File: src/rtl/data_memory_scheduler.sv
// Round-robin burst scheduler that serialises LANES-byte vector accesses from two
// requesters onto a single-port byte-wide data memory, packing and unpacking lane bytes.
module data_memory_scheduler #(
    parameter int ADDR_W = 18,
    parameter int DATA_W = 8,
    parameter int LANES  = 4,
    parameter int RD_LAT = 1
) (
    input  logic                      clk,
    input  logic                      rst_n,
    input  logic                      p0_valid,
    input  logic                      p0_we,
    input  logic [ADDR_W-1:0]         p0_addr,
    input  logic [LANES*DATA_W-1:0]   p0_wdata,
    output logic                      p0_ready,
    output logic                      p0_done,
    output logic [LANES*DATA_W-1:0]   p0_rdata,
    input  logic                      p1_valid,
    input  logic                      p1_we,
    input  logic [ADDR_W-1:0]         p1_addr,
    input  logic [LANES*DATA_W-1:0]   p1_wdata,
    output logic                      p1_ready,
    output logic                      p1_done,
    output logic [LANES*DATA_W-1:0]   p1_rdata,
    output logic [ADDR_W-1:0]         mem_address,
    output logic                      mem_wren,
    output logic [DATA_W-1:0]         mem_data,
    input  logic [DATA_W-1:0]         mem_q,
    output logic                      busy
);
    localparam int VEC_W  = LANES * DATA_W;
    localparam int LANE_W = (LANES > 1) ? $clog2(LANES) : 1;
    localparam int CNT_W  = (RD_LAT > 1) ? $clog2(RD_LAT) : 1;
    localparam logic [LANE_W-1:0] LAST_LANE = LANE_W'(LANES - 1);
    localparam logic [CNT_W-1:0]  LAST_CNT  = CNT_W'(RD_LAT - 1);

    typedef enum logic [1:0] {IDLE, BURST, DRAIN, DONE} state_t;

    state_t              state, state_next;
    logic                rr_ptr, port_q, we_q;
    logic [ADDR_W-1:0]   base_q, last_addr, issue_addr;
    logic [VEC_W-1:0]    wdata_q, rbuf, rbuf_next;
    logic [LANE_W-1:0]   lane;
    logic [CNT_W-1:0]    drain_cnt;
    logic                grant, grant_port, last_capture;
    logic [RD_LAT-1:0]   pipe_vld;
    logic [LANE_W-1:0]   pipe_lane [RD_LAT];

    // NOTE: every variable driven here gets a default first, so no path leaves it unassigned and no latch is inferred.
    always_comb begin
        grant      = 1'b0;
        grant_port = 1'b0;
        // Gating with rst_n keeps the ready strobes low while reset is held.
        if (state == IDLE && rst_n) begin
            if (p0_valid && p1_valid) begin
                grant      = 1'b1;
                grant_port = rr_ptr;
            end else if (p0_valid || p1_valid) begin
                grant      = 1'b1;
                grant_port = p1_valid;
            end
        end
    end

    always_comb begin
        state_next = state;
        case (state)
            IDLE:    if (grant) state_next = BURST;
            BURST:   if (lane == LAST_LANE) state_next = we_q ? DONE : DRAIN;
            DRAIN:   if (drain_cnt == LAST_CNT) state_next = DONE;
            DONE:    state_next = IDLE;
            default: state_next = IDLE;
        endcase
    end

    // The oldest pipeline stage carries the lane whose read data is on mem_q this cycle.
    always_comb begin
        rbuf_next = rbuf;
        if (pipe_vld[RD_LAT-1])
            rbuf_next[pipe_lane[RD_LAT-1]*DATA_W +: DATA_W] = mem_q;
    end

    assign last_capture = (state == DRAIN) && (drain_cnt == LAST_CNT);
    assign issue_addr   = base_q + ADDR_W'(lane);
    assign mem_address  = (state == BURST) ? issue_addr : last_addr;
    assign mem_wren     = (state == BURST) && we_q;
    assign mem_data     = mem_wren ? wdata_q[lane*DATA_W +: DATA_W] : '0;
    assign busy         = (state != IDLE);
    assign p0_ready     = grant && !grant_port;
    assign p1_ready     = grant && grant_port;
    assign p0_done      = (state == DONE) && !port_q;
    assign p1_done      = (state == DONE) && port_q;

    always_ff @(posedge clk or negedge rst_n) begin
        if (!rst_n) begin
            state     <= IDLE;
            rr_ptr    <= 1'b0;
            port_q    <= 1'b0;
            we_q      <= 1'b0;
            base_q    <= '0;
            last_addr <= '0;
            wdata_q   <= '0;
            lane      <= '0;
            drain_cnt <= '0;
            rbuf      <= '0;
            p0_rdata  <= '0;
            p1_rdata  <= '0;
            pipe_vld  <= '0;
            // NOTE: the lane pipeline is only RD_LAT entries deep, so resetting it costs little and keeps it X-free.
            for (int i = 0; i < RD_LAT; i++) pipe_lane[i] <= '0;
        end else begin
            // NOTE: non-blocking assignments so every register samples pre-edge values regardless of statement order.
            state       <= state_next;
            rbuf        <= rbuf_next;
            pipe_vld[0] <= (state == BURST) && !we_q;
            pipe_lane[0] <= lane;
            for (int i = 1; i < RD_LAT; i++) begin
                pipe_vld[i]  <= pipe_vld[i-1];
                pipe_lane[i] <= pipe_lane[i-1];
            end
            case (state)
                IDLE: if (grant) begin
                    port_q  <= grant_port;
                    we_q    <= grant_port ? p1_we    : p0_we;
                    base_q  <= grant_port ? p1_addr  : p0_addr;
                    wdata_q <= grant_port ? p1_wdata : p0_wdata;
                    lane    <= '0;
                end
                BURST: begin
                    last_addr <= issue_addr;
                    lane      <= lane + 1'b1;
                    drain_cnt <= '0;
                end
                DRAIN:   drain_cnt <= drain_cnt + 1'b1;
                DONE:    rr_ptr <= ~port_q;
                default: ;
            endcase
            if (last_capture) begin
                if (port_q) p1_rdata <= rbuf_next;
                else        p0_rdata <= rbuf_next;
            end
        end
    end
endmodule
File: config.mk
export PLATFORM = sky130hd
export DESIGN_NAME = data_memory_scheduler
export DESIGN_NICKNAME = d
export VERILOG_FILES = /design/src/rtl/data_memory_scheduler.sv
export SDC_FILE = /design/constraint.sdc
export NUM_CORES = 1
export LEC_CHECK = 0
export BUFFER_PORTS_ARGS = -buffer_cell sky130_fd_sc_hd__buf_2
export CORE_MARGIN = 2
export CORE_UTILIZATION = 52
export DETAILED_ROUTE_END_ITERATION = 6
export PLACE_DENSITY = 0.78
export RECOVER_POWER = 100
export SLEW_MARGIN = 25
export SYNTH_ARGS = -nofsm -noshare
export SYNTH_HDL_FRONTEND = slang
export SYNTH_SLANG_ARGS = --single-unit
File: constraint.sdc
create_clock -name clk -period 2.7 [get_ports clk]
set_input_delay 0.27 -clock clk [delete_from_list [all_inputs] [get_ports clk]]
set_output_delay 0.27 -clock clk [all_outputs]
set_load 0.02 [all_outputs]
==> results of run 1 <==
-- per-layer routing --
layer	wire, um	track usage	vias up
met2	8710	0.397	235
met3	1170	0.0600	37
met1	7880	0.333	2917
li1	-	-	2883
met5	0	0	-
met4	375	0.0781	0
-- final cells by class --
| cell class | instances | area (sq um) |
|---|---|---|
| clock buffer | 20 | 467 |
| clock inverter | 12 | 134 |
| fill | 1078 | 4410 |
| inverter | 46 | 173 |
| multi-input combinational | 460 | 2870 |
| sequential | 175 | 4390 |
| tap | 180 | 225 |
| timing repair buffer | 231 | 1280 |
-- placed cells by master, fill, tap and decap left out, drive strengths merged, types with 4 or more instances in the layout --
| master | synthesis | layout |
|---|---|---|
| buf | 4 | 230 |
| dfrtp | 175 | 175 |
| nand2 | 148 | 148 |
| a22oi | 83 | 83 |
| nor2 | 51 | 51 |
| inv | 46 | 48 |
| a21oi | 45 | 45 |
| o21ai | 40 | 40 |
| clkbuf | 36 | 20 |
| ha | 13 | 13 |
| and2 | 11 | 11 |
| xnor2 | 9 | 9 |
| mux4 | 8 | 8 |
| nand3 | 6 | 6 |
| nor4b | 6 | 6 |
| clkinv | 0 | 6 |
| nor4 | 5 | 5 |
| nand4 | 4 | 4 |
| nor2b | 4 | 4 |
-- sequential cells by signal (all words and copies together), names as in the netlist, 2 cells and up --
register and cells:
p1_rdata 32, last_addr 18, wdata_q 32, rbuf 32
pipe_lane 2, lane 2, base_q 18, state 2
p0_rdata 32
-- worst max-delay path: cells and delay by family, from the launching register on --
| family | cells | cell delay (ns) |
|---|---|---|
| AND/OR/NAND/NOR | 2 | 0.56 |
| flip-flops | 1 | 0.42 |
| adder cells (fa/ha/maj) | 1 | 0.18 |
| buffers and inverters | 3 | 0.69 |
| multiplexers | 1 | 0.18 |
-- cell families (layout without fill, tap and decap cells) --
group	count (synthesis)	count (layout)	share of synthesized area
xor+xnor	12	12	0.0141
compound gates	177	177	0.150
flops	175	175	0.590
buf+inv	86	309	0.0440
simple gates	244	244	0.146
mux	13	13	0.0315
fa+ha+maj	14	14	0.0246
-- report_power, final --
group	internal, mW	switching [mW]
sequential	3.86	0.737
clock	1.44	1.03
combinational	1.85	3.12
-- worst max path at each step --
stage / slack [ns] / to / start / depth (start not counted)
final: -0.03 / mem_address[17] / state[1]$_DFFE_PN0P_ / 7
after floorplan: 0.10 / mem_address[14] / lane[1]$_DFFE_PN0P_ / 7
after global routing: -0.15 / mem_address[17] / state[1]$_DFFE_PN0P_ / 7
after global placement: 0.31 / mem_address[14] / base_q[0]$_DFFE_PN0P_ / 8
after detailed placement: 0.26 / mem_address[12] / base_q[0]$_DFFE_PN0P_ / 8
after CTS: 0.005 / mem_address[15] / base_q[1]$_DFFE_PN0P_ / 6
-- repair_timing --
item                                    CTS  global route
endpoints found under the setup margin    9             7
endpoints found under the hold margin    22             0
hold buffers                              1             0
pin swaps                                 1             8
resized for setup                         8            24
setup buffers                             1             5
-- per-stage QoR --
stage	cells	area (sq um)	util	hold slack [ns]	power, mW
floorplan	721	7430	-	-0.0256	7.73
global placement	1085	8720	0.626	0.154	9.19
detailed placement	1085	8720	0.626	0.154	9.39
CTS	1119	9380	0.673	0.0405	11.9
global route	1124	9530	0.684	0.0504	12.9
finish	1124	9530	0.684	0.0559	12.0
==> metrics, run 1 <==
Top Ports 210; Req. time, crit path 2.43 ns; post-synthesis sequential area ratio 0.590; ranking of synthesized cells by area dfrtp_1, a22oi_1, nand2_1; core area 13900 sq um; CP Launch Type register; outcome complete, but fails checks; RSZ-0062 raised after global routing yes; final setup TNS -0.0321 ns; initial core utilization 0.533; hpwl dp around 12 mm; Yosys warning total 0; Worst R2R Setup Slack about 0.57 ns; Sink Count 175; ANT cells 0; Final Net Count 1059; Core Rows 43; count of final hold-check violations 0; Routed WL 18.1 mm; Syn Nets 849; final worst path period share 1.01; I/O Buffers 209; gr ovfl total 0; Synth top area share 0.590; Worst Hold Class primary input to register; Hold Crit Start p1_wdata[30]; Pins Over Slew Limit 0; ys async rst share 1.00; CTS Root Cell clkbuf_16; Max-cap violations 0; vias in the first global route between 5000 and 6000; Hold Path Cell Cnt 3; synth cell count leaders dfrtp_1, nand2_1, a22oi_1; die height 124 um; final setup vio count 1; worst slack, placed 0.263 ns; DR vias 6072; routed vias/inst 5.40; post-synthesis cell area approximately 7400 sq um; reg2reg start state[1]$_DFFE_PN0P_; crit path DAT roughly 2.5 ns; first-pass GRT wire length ~29 mm; fraction of layout cells with a size suffix above 1 0.322; Final Worst Setup Slack -0.0321 ns; number of CTS-inserted buffers 17; GR Util All Layers 0.247; Max VDD drop 711 uV; Tmin final 2.73 ns; CTS Buffer Depth 2; slowest stage delay, CP about 0.42 ns; prevailing post-synth register cell dfrtp_1; classification of the worst setup path register to primary output; dominant cell type by area after synthesis dfrtp_1; initial antenna violation count 0; violated checks setup timing; Worst-Skew Late Latency 0.43 ns; # DRC 0; Synth cell types 38; die area 15300 sq um; Max Fclk 0.366 GHz; CP endpoint kind primary output; Area Growth Syn to Fin 28.3%; Worst path slowest cell dfrtp_1; PD cells between 1000 and 1500 nW/um^2; average wire per cell in the routed design 16.1 um; Reg2Reg Depth 6; Worst Tran Pin Value 0.827 ns; number of enable flip-flop cells after synthesis 0; Cells after Synth 721; CTS tree yes; Leak 4.88 nW; Slew headroom 0.449; worst-path fanout max 38; most common cell in the netlist dfrtp_1; H-tree levels 4; CP Cell Sequence inv_1 -> ha_1 -> buf_4 -> nor4b_1 -> mux2i_1 -> nand3_1 -> buf_2; WHS Endpoint wdata_q[30]$_DFFE_PN0P_; clock slew at reported path FFs 0.07 ns; die extent in x 124 um; largest net degree at the start of global routing 154; synthesized area per cell 10.3 sq um; reg2reg end wdata_q[31]$_DFFE_PN0P_; GPL Wtd Cong 0.810; First DRT Iteration DRCs 438; Yosys reg bits 175; antenna-violating nets left 0; TritonRoute pass-1 iters 6; Setup Skew 0.00725 ns
(Power assumes the default switching activity.)
==> run 2, diff against run 1 <==
--- a/config.mk
+++ b/config.mk
@@ -6,7 +6,6 @@
 export NUM_CORES = 1
 export LEC_CHECK = 0
 export BUFFER_PORTS_ARGS = -buffer_cell sky130_fd_sc_hd__buf_2
-export CORE_MARGIN = 2
 export CORE_UTILIZATION = 52
 export DETAILED_ROUTE_END_ITERATION = 6
 export PLACE_DENSITY = 0.78
==> run 2 against run 1 <==
Against the previous run:
- critical endpoint is now mem_address[15]
- combinational power decreased by 2%
- largest power group unchanged
- utilization down 0.48 points
- the flow now finishes without violations
- flip-flop and latch count did not move
- via count down 0.21%
- fmax is 1.5% higher
- power fell by 0.13%
- worst hold slack got worse by 0.0053 ns
==> metrics, run 2 (synthesis results as in run 1) <==
first-pass GRT wire length 27.8 mm (-3.3%); Worst Hold Class primary input to register; worst-path fanout max 3 (-92%); Worst-Skew Late Latency 0.43 ns (about the same); clock slew at reported path FFs 0.06 ns (about the same); WHS Endpoint base_q[14]$_DFFE_PN0P_; GR Util All Layers 0.249 (+0.00158); die height 122 um (-1.6%); CTS Buffer Depth 2 (unchanged); gr ovfl total 0 (unchanged); CP top delay family simple AND/OR/NAND/NOR gates; slowest stage delay, CP 0.43 ns (about the same); H-tree levels 4 (unchanged); Bufs and invs on worst path 1 (-2); Core Rows 43 (unchanged); Pins Over Slew Limit 0 (unchanged); CTS Root Cell clkbuf_16; antenna-violating nets left 0 (unchanged); final setup TNS 0 ns (+0.0321 ns); DR vias 6059 (-0.21%); Worst path slowest cell or4_1; number of CTS-inserted buffers 17 (unchanged); RSZ-0062 raised after global routing yes; average wire per cell in the routed design 16.0 um (-0.94%); CTS tree yes; TritonRoute pass-1 iters 5 (-1); PD cells 1270 nW/um^2 (+0.57%); hpwl dp 11.9 mm (-1.9%); final worst path period share 0.997 (-0.0150); Max-cap violations 0 (unchanged); Final Core Density 0.679 (-0.00476); Sink Count 175 (unchanged); count of final hold-check violations 0 (unchanged); most common cell after layout, fill and taps aside dfrtp_1; classification of the worst setup path register to primary output; Top Ports 210 (unchanged); initial core utilization 0.533 (unchanged); Max VDD drop 638 uV (-10%); sequential cell area 4390 sq um (about the same); largest net degree at the start of global routing 148 (-3.9%); met1 GRT Util 0.324 (-0.00856); outcome complete, no violations; routed vias/inst 5.39 (-0.30%); Routed WL 18.0 mm (-0.85%); crit path DAT 2.42 ns (-0.04 ns); fraction of layout cells with a size suffix above 1 0.253 (-0.0691); CP Cell Sequence ha_1 -> a21oi_1 -> or4_1 -> or3_1 -> a31oi_2 -> buf_4; Final Net Count 1060 (+0.094%); initial antenna violation count 0 (unchanged); footprint of the multi-input gates 2870 sq um (+0.13%); Reg2Reg Depth 7 (+1); GPL Wtd Cong 0.845 (+4.3%); Max Fclk 0.372 GHz (+1.5%); die extent in x 122 um (-1.6%); GRT busiest layer met2; Setup Skew 0.0124 ns (+0.00517 ns); Worst R2R Setup Slack 0.49 ns (-0.08 ns); Hold Crit Start p1_addr[14]; Area Growth Syn to Fin 27.4%; CP Launch Type register; # fillers 1112 (+3.2%); core area 13900 sq um (unchanged); I/O Buffers 209 (unchanged); Layout Cells excl Fill 1125 (+0.089%); hold slack 0.0506 ns (-0.00529 ns); # DRC 0 (unchanged); Leak 4.69 nW (-4.0%); vias in the first global route 5755 (-1.3%); Worst Tran Pin Value 1.31 ns (+0.488 ns); Req. time, crit path 2.43 ns (about the same); First DRT Iteration DRCs 444 (+1.4%); Slew headroom 0.124 (-0.325); reg2reg end state[0]$_DFFE_PN0P_; reg2reg start state[0]$_DFFE_PN0P_; M3 GR Usage 0.0512 (-0.00874); final setup vio count 0 (-1); die area 14800 sq um (-3.2%); Placed Cells 1085 (unchanged); ANT cells 0 (unchanged); Total Power 12.0 mW (-0.13%); Tmin final 2.69 ns (-0.0405 ns); met2 Usage GRT 0.411 (+0.0139); most frequent cells in the layout dfrtp_1, nand2_1, buf_2; Hold Path Cell Cnt 3 (unchanged); CP endpoint kind primary output
[run 2: cell count changes in the layout (fill, tap and decap cells not counted), moves of 2 or more]
cell	previous run	this run
inv_6	2	0
clkinvlp_4	2	0
buf_2	203	138
clkbuf_1	0	68
[run 2: what timing repair did]
item                                   CTS  global route
pin swaps                                1             9
hold buffers                             1             0
resized for setup                       12            22
setup endpoints to repair                7            12
endpoints found under the hold margin   28             0
buffers inserted                         1             6
[run 2: how the worst max path moves through the flow]
stage / startpoint / endpoint / depth (start not counted)
2_1_floorplan: lane[1]$_DFFE_PN0P_ / mem_address[14] / 7
3_3_place_gp: base_q[0]$_DFFE_PN0P_ / mem_address[14] / 8
3_5_place_dp: base_q[0]$_DFFE_PN0P_ / mem_address[14] / 8
4_1_cts: base_q[0]$_DFFE_PN0P_ / mem_address[16] / 7
5_1_grt: lane[1]$_DFFE_PN0P_ / mem_address[9] / 7
6_report: base_q[1]$_DFFE_PN0P_ / mem_address[15] / 6
[run 2: layer usage]
metal | up-vias | share of wire
met5 | - | 0
met4 | 0 | 0.015
met3 | 22 | 0.059
met2 | 224 | 0.49
met1 | 2912 | 0.43
li1 | 2901 | -
[run 2: stage by stage]
step                      worst slack, ns  area, sq um
after floorplan                     0.102         7430
after detailed placement            0.249         8720
final                             0.00837         9460
after global placement              0.294         8720
after CTS                          0.0120         9420
after global routing              -0.0649         9460
[run 2: cell type report]
cell class / instances / share of cell area
Sequential cell: 175 / 0.464
Multi-Input combinational cell: 460 / 0.303
Timing Repair Buffer: 232 / 0.125
Clock buffer: 23 / 0.0516
Tap cell: 180 / 0.0238
Inverter: 46 / 0.0182
Clock inverter: 9 / 0.0139
[run 2: power breakdown]
group	total, mW	leakage (nW)	switching, mW	internal, mW
logic	4.85	2.23	3.12	1.73
clock network	2.55	0.307	0.995	1.55
registers	4.62	2.15	0.755	3.87
total	12.0	4.69	4.87	7.15
[run 2: worst reg2reg max path, cell delays in order, from the launching register on]
cell and delay, ns:
dfrtp_1 0.41, inv_1 0.14, ha_1 0.27, o211ai_1 0.21, buf_4 0.27, a222oi_1 0.52, o21ai_0 0.15, o21ai_0 0.16
==> run 3, diff against run 2 <==
--- a/config.mk
+++ b/config.mk
@@ -6,9 +6,9 @@
 export NUM_CORES = 1
 export LEC_CHECK = 0
 export BUFFER_PORTS_ARGS = -buffer_cell sky130_fd_sc_hd__buf_2
-export CORE_UTILIZATION = 52
+export CORE_UTILIZATION = 56
 export DETAILED_ROUTE_END_ITERATION = 6
-export PLACE_DENSITY = 0.78
+export PLACE_DENSITY = 0.83
 export RECOVER_POWER = 100
 export SLEW_MARGIN = 25
 export SYNTH_ARGS = -nofsm -noshare
==> constraint.sdc (replaced) <==
create_clock -name clk -period 3.4 [get_ports clk]
set_input_delay 0.34 -clock clk [delete_from_list [all_inputs] [get_ports clk]]
set_output_delay 0.34 -clock clk [all_outputs]
set_load 0.02 [all_outputs]
==> run 3 against run 2 <==
Against the previous run:
- the run now ends with capacitance limit, slew limit left
- global-route usage increased by 3.6 points
- critical path depth grew 2
- final cell count fell by 1.8%
- first-iteration DRC count fell by 1.8%
- power down 23%
- combinational power down 25%
- flip-flop and latch count is the same
- clock skew is 0.0067 ns lower
- largest cell class unchanged
- highest routed layer unchanged
==> metrics, run 3 (synthesis results as in run 1) <==
outcome complete, but fails checks; violated checks capacitance limit, slew limit; GRT busiest layer met2; worst-path fanout max 8 (+5); Switching Share 0.413 (+0.00758); CP endpoint kind primary output; final setup TNS 0 ns (unchanged); Final Net Count 1048 (-1.1%); hpwl dp 12.4 mm (+3.6%); antenna-violating nets left 0 (unchanged); Internal 5.46 mW (-24%); clock slew at reported path FFs 0.06 ns (about the same); Max-cap violations 2 (+2); Worst Tran Pin Value 2.02 ns (+0.708 ns); Slew headroom -0.349 (-0.472); setup bufs post-CTS 0 (-1); count of final hold-check violations 0 (unchanged); Req. time, crit path 3.06 ns (+0.63 ns); Max Fclk 0.325 GHz; largest net degree at the start of global routing 73 (-51%); Top Ports 210 (unchanged); TritonRoute pass-1 iters 5 (unchanged); most frequent cells in the layout dfrtp_1, nand2_1, buf_2; initial antenna violation count 1 (+1); Worst-Skew Late Latency 0.43 ns (about the same); fraction of layout cells with a size suffix above 1 0.190 (-0.0632); average wire per cell in the routed design 16.4 um (+2.7%); die height 117 um (-3.6%); PD cells 1020 nW/um^2 (-20%); Max VDD drop 513 uV (-20%); ANT cells 0 (unchanged); most common cell after layout, fill and taps aside dfrtp_1; Area Growth Syn to Fin 22.7%; core area 12800 sq um (-8.3%); I/O Buffers 209 (unchanged); Total Power 9.29 mW (-23%); CP Launch Type register; Worst Hold Class primary input to register; Core Rows 41 (-4.7%); hold_buf cts 1 (unchanged); Gates resized, CTS repair 0 (-12); die extent in x 117 um (-3.6%); Setup Skew 0.00568 ns (-0.00674 ns); Worst R2R Setup Slack 0.36 ns (-0.13 ns); met2 Usage GRT 0.442 (+0.0303); Sink Count 175 (unchanged); M3 GR Usage 0.0669 (+0.0157); routed vias/inst 5.52 (+2.6%); DR vias 6104 (+0.74%); H-tree levels 4 (unchanged); Routed WL 18.1 mm (+0.92%); RSZ-0062 raised after global routing no; classification of the worst setup path register to primary output; First DRT Iteration DRCs 436 (-1.8%); GPL Wtd Cong 0.833 (-1.4%); CTS Buffer Depth 2 (unchanged); GR Util All Layers 0.284 (+0.0358); # fillers 992 (-11%); vias in the first global route 5756 (+0.017%); gr ovfl total 0 (unchanged); final worst path period share 0.905; initial core utilization 0.582 (+0.0485); Flop pwr share 0.394 (+0.010); crit path DAT 2.74 ns (+0.32 ns); Leak 4.47 nW (-4.5%); met1 GRT Util 0.377 (+0.0526); power share of the clock group 0.217 (+0.005); CTS Root Cell clkbuf_16; Pins Over Slew Limit 48 (+48); # DRC 0 (unchanged); Tmin final between 3 and 4 ns; Final Core Density 0.714 (+0.0347); Gate power share 0.389 (-0.014); first-pass GRT wire length 29.0 mm (+4.0%); number of CTS-inserted buffers 17 (unchanged); die area 13700 sq um (-7.0%); final setup vio count 0 (unchanged); CTS tree yes; Sw Pwr 3.84 mW (-21%)
## run 3: routing by layer
metal / wire length [um] / part of all wire
met2: 8470 / 0.47
met5: 0 / 0
met4: 577 / 0.032
met1: 7780 / 0.43
met3: 1320 / 0.073
## run 3: worst paths after layout
kind / startpoint / endpoint / depth (start not counted)
max in group asynchronous: rst_n / last_addr[16]$_DFF_PN0_ / 4
hold reg to reg: we_q$_DFFE_PN0P_ / pipe_vld$_DFF_PN0_ / 1
setup reg to reg: state[0]$_DFFE_PN0P_ / lane[1]$_DFFE_PN0P_ / 7
hold / removal: p1_addr[14] / base_q[14]$_DFFE_PN0P_ / 3
min in group asynchronous: rst_n / rr_ptr$_DFFE_PN0N_ / 2
setup / recovery: base_q[0]$_DFFE_PN0P_ / mem_address[12] / 8
## run 3: final cells by class
| cell class | instances | area, sq um | area share |
|---|---|---|---|
| Clock buffer | 19 | 453 | 0.0497 |
| Clock inverter | 13 | 161 | 0.0177 |
| Inverter | 46 | 173 | 0.0189 |
| Multi-Input combinational cell | 460 | 2710 | 0.298 |
| Sequential cell | 175 | 4380 | 0.480 |
| Tap cell | 172 | 215 | 0.0236 |
| Timing Repair Buffer | 220 | 1020 | 0.112 |
## run 3: per-stage QoR
step,cells,hold WS [ns],setup slack (ns),cell area [sq um]
2_1_floorplan,721,0.0444,0.732,7430
3_3_place_gp,1071,0.138,0.974,8640
3_5_place_dp,1071,0.136,0.916,8640
4_1_cts,1104,0.113,0.380,9270
5_1_grt,1105,0.125,0.140,9120
6_report,1105,0.121,0.322,9120
## run 3: worst max-delay path, stage by stage, from the launching register on
cell and delay, ns:
dfrtp_1 0.35, ha_1 0.19, inv_1 0.07, fa_1 0.39, nand3b_1 0.38, nor4_1 0.44, xnor2_1 0.12, a21oi_1 0.18
buf_2 0.19
## run 3: power groups by stage
stage	clock (mW)	combinational, mW	sequential [mW]
floorplan	0	2.18	3.96
global placement	0	3.64	3.62
detailed placement	0	3.77	3.66
CTS	2.03	3.81	3.64
global route	2.11	4.07	3.78
finish	2.01	3.62	3.66
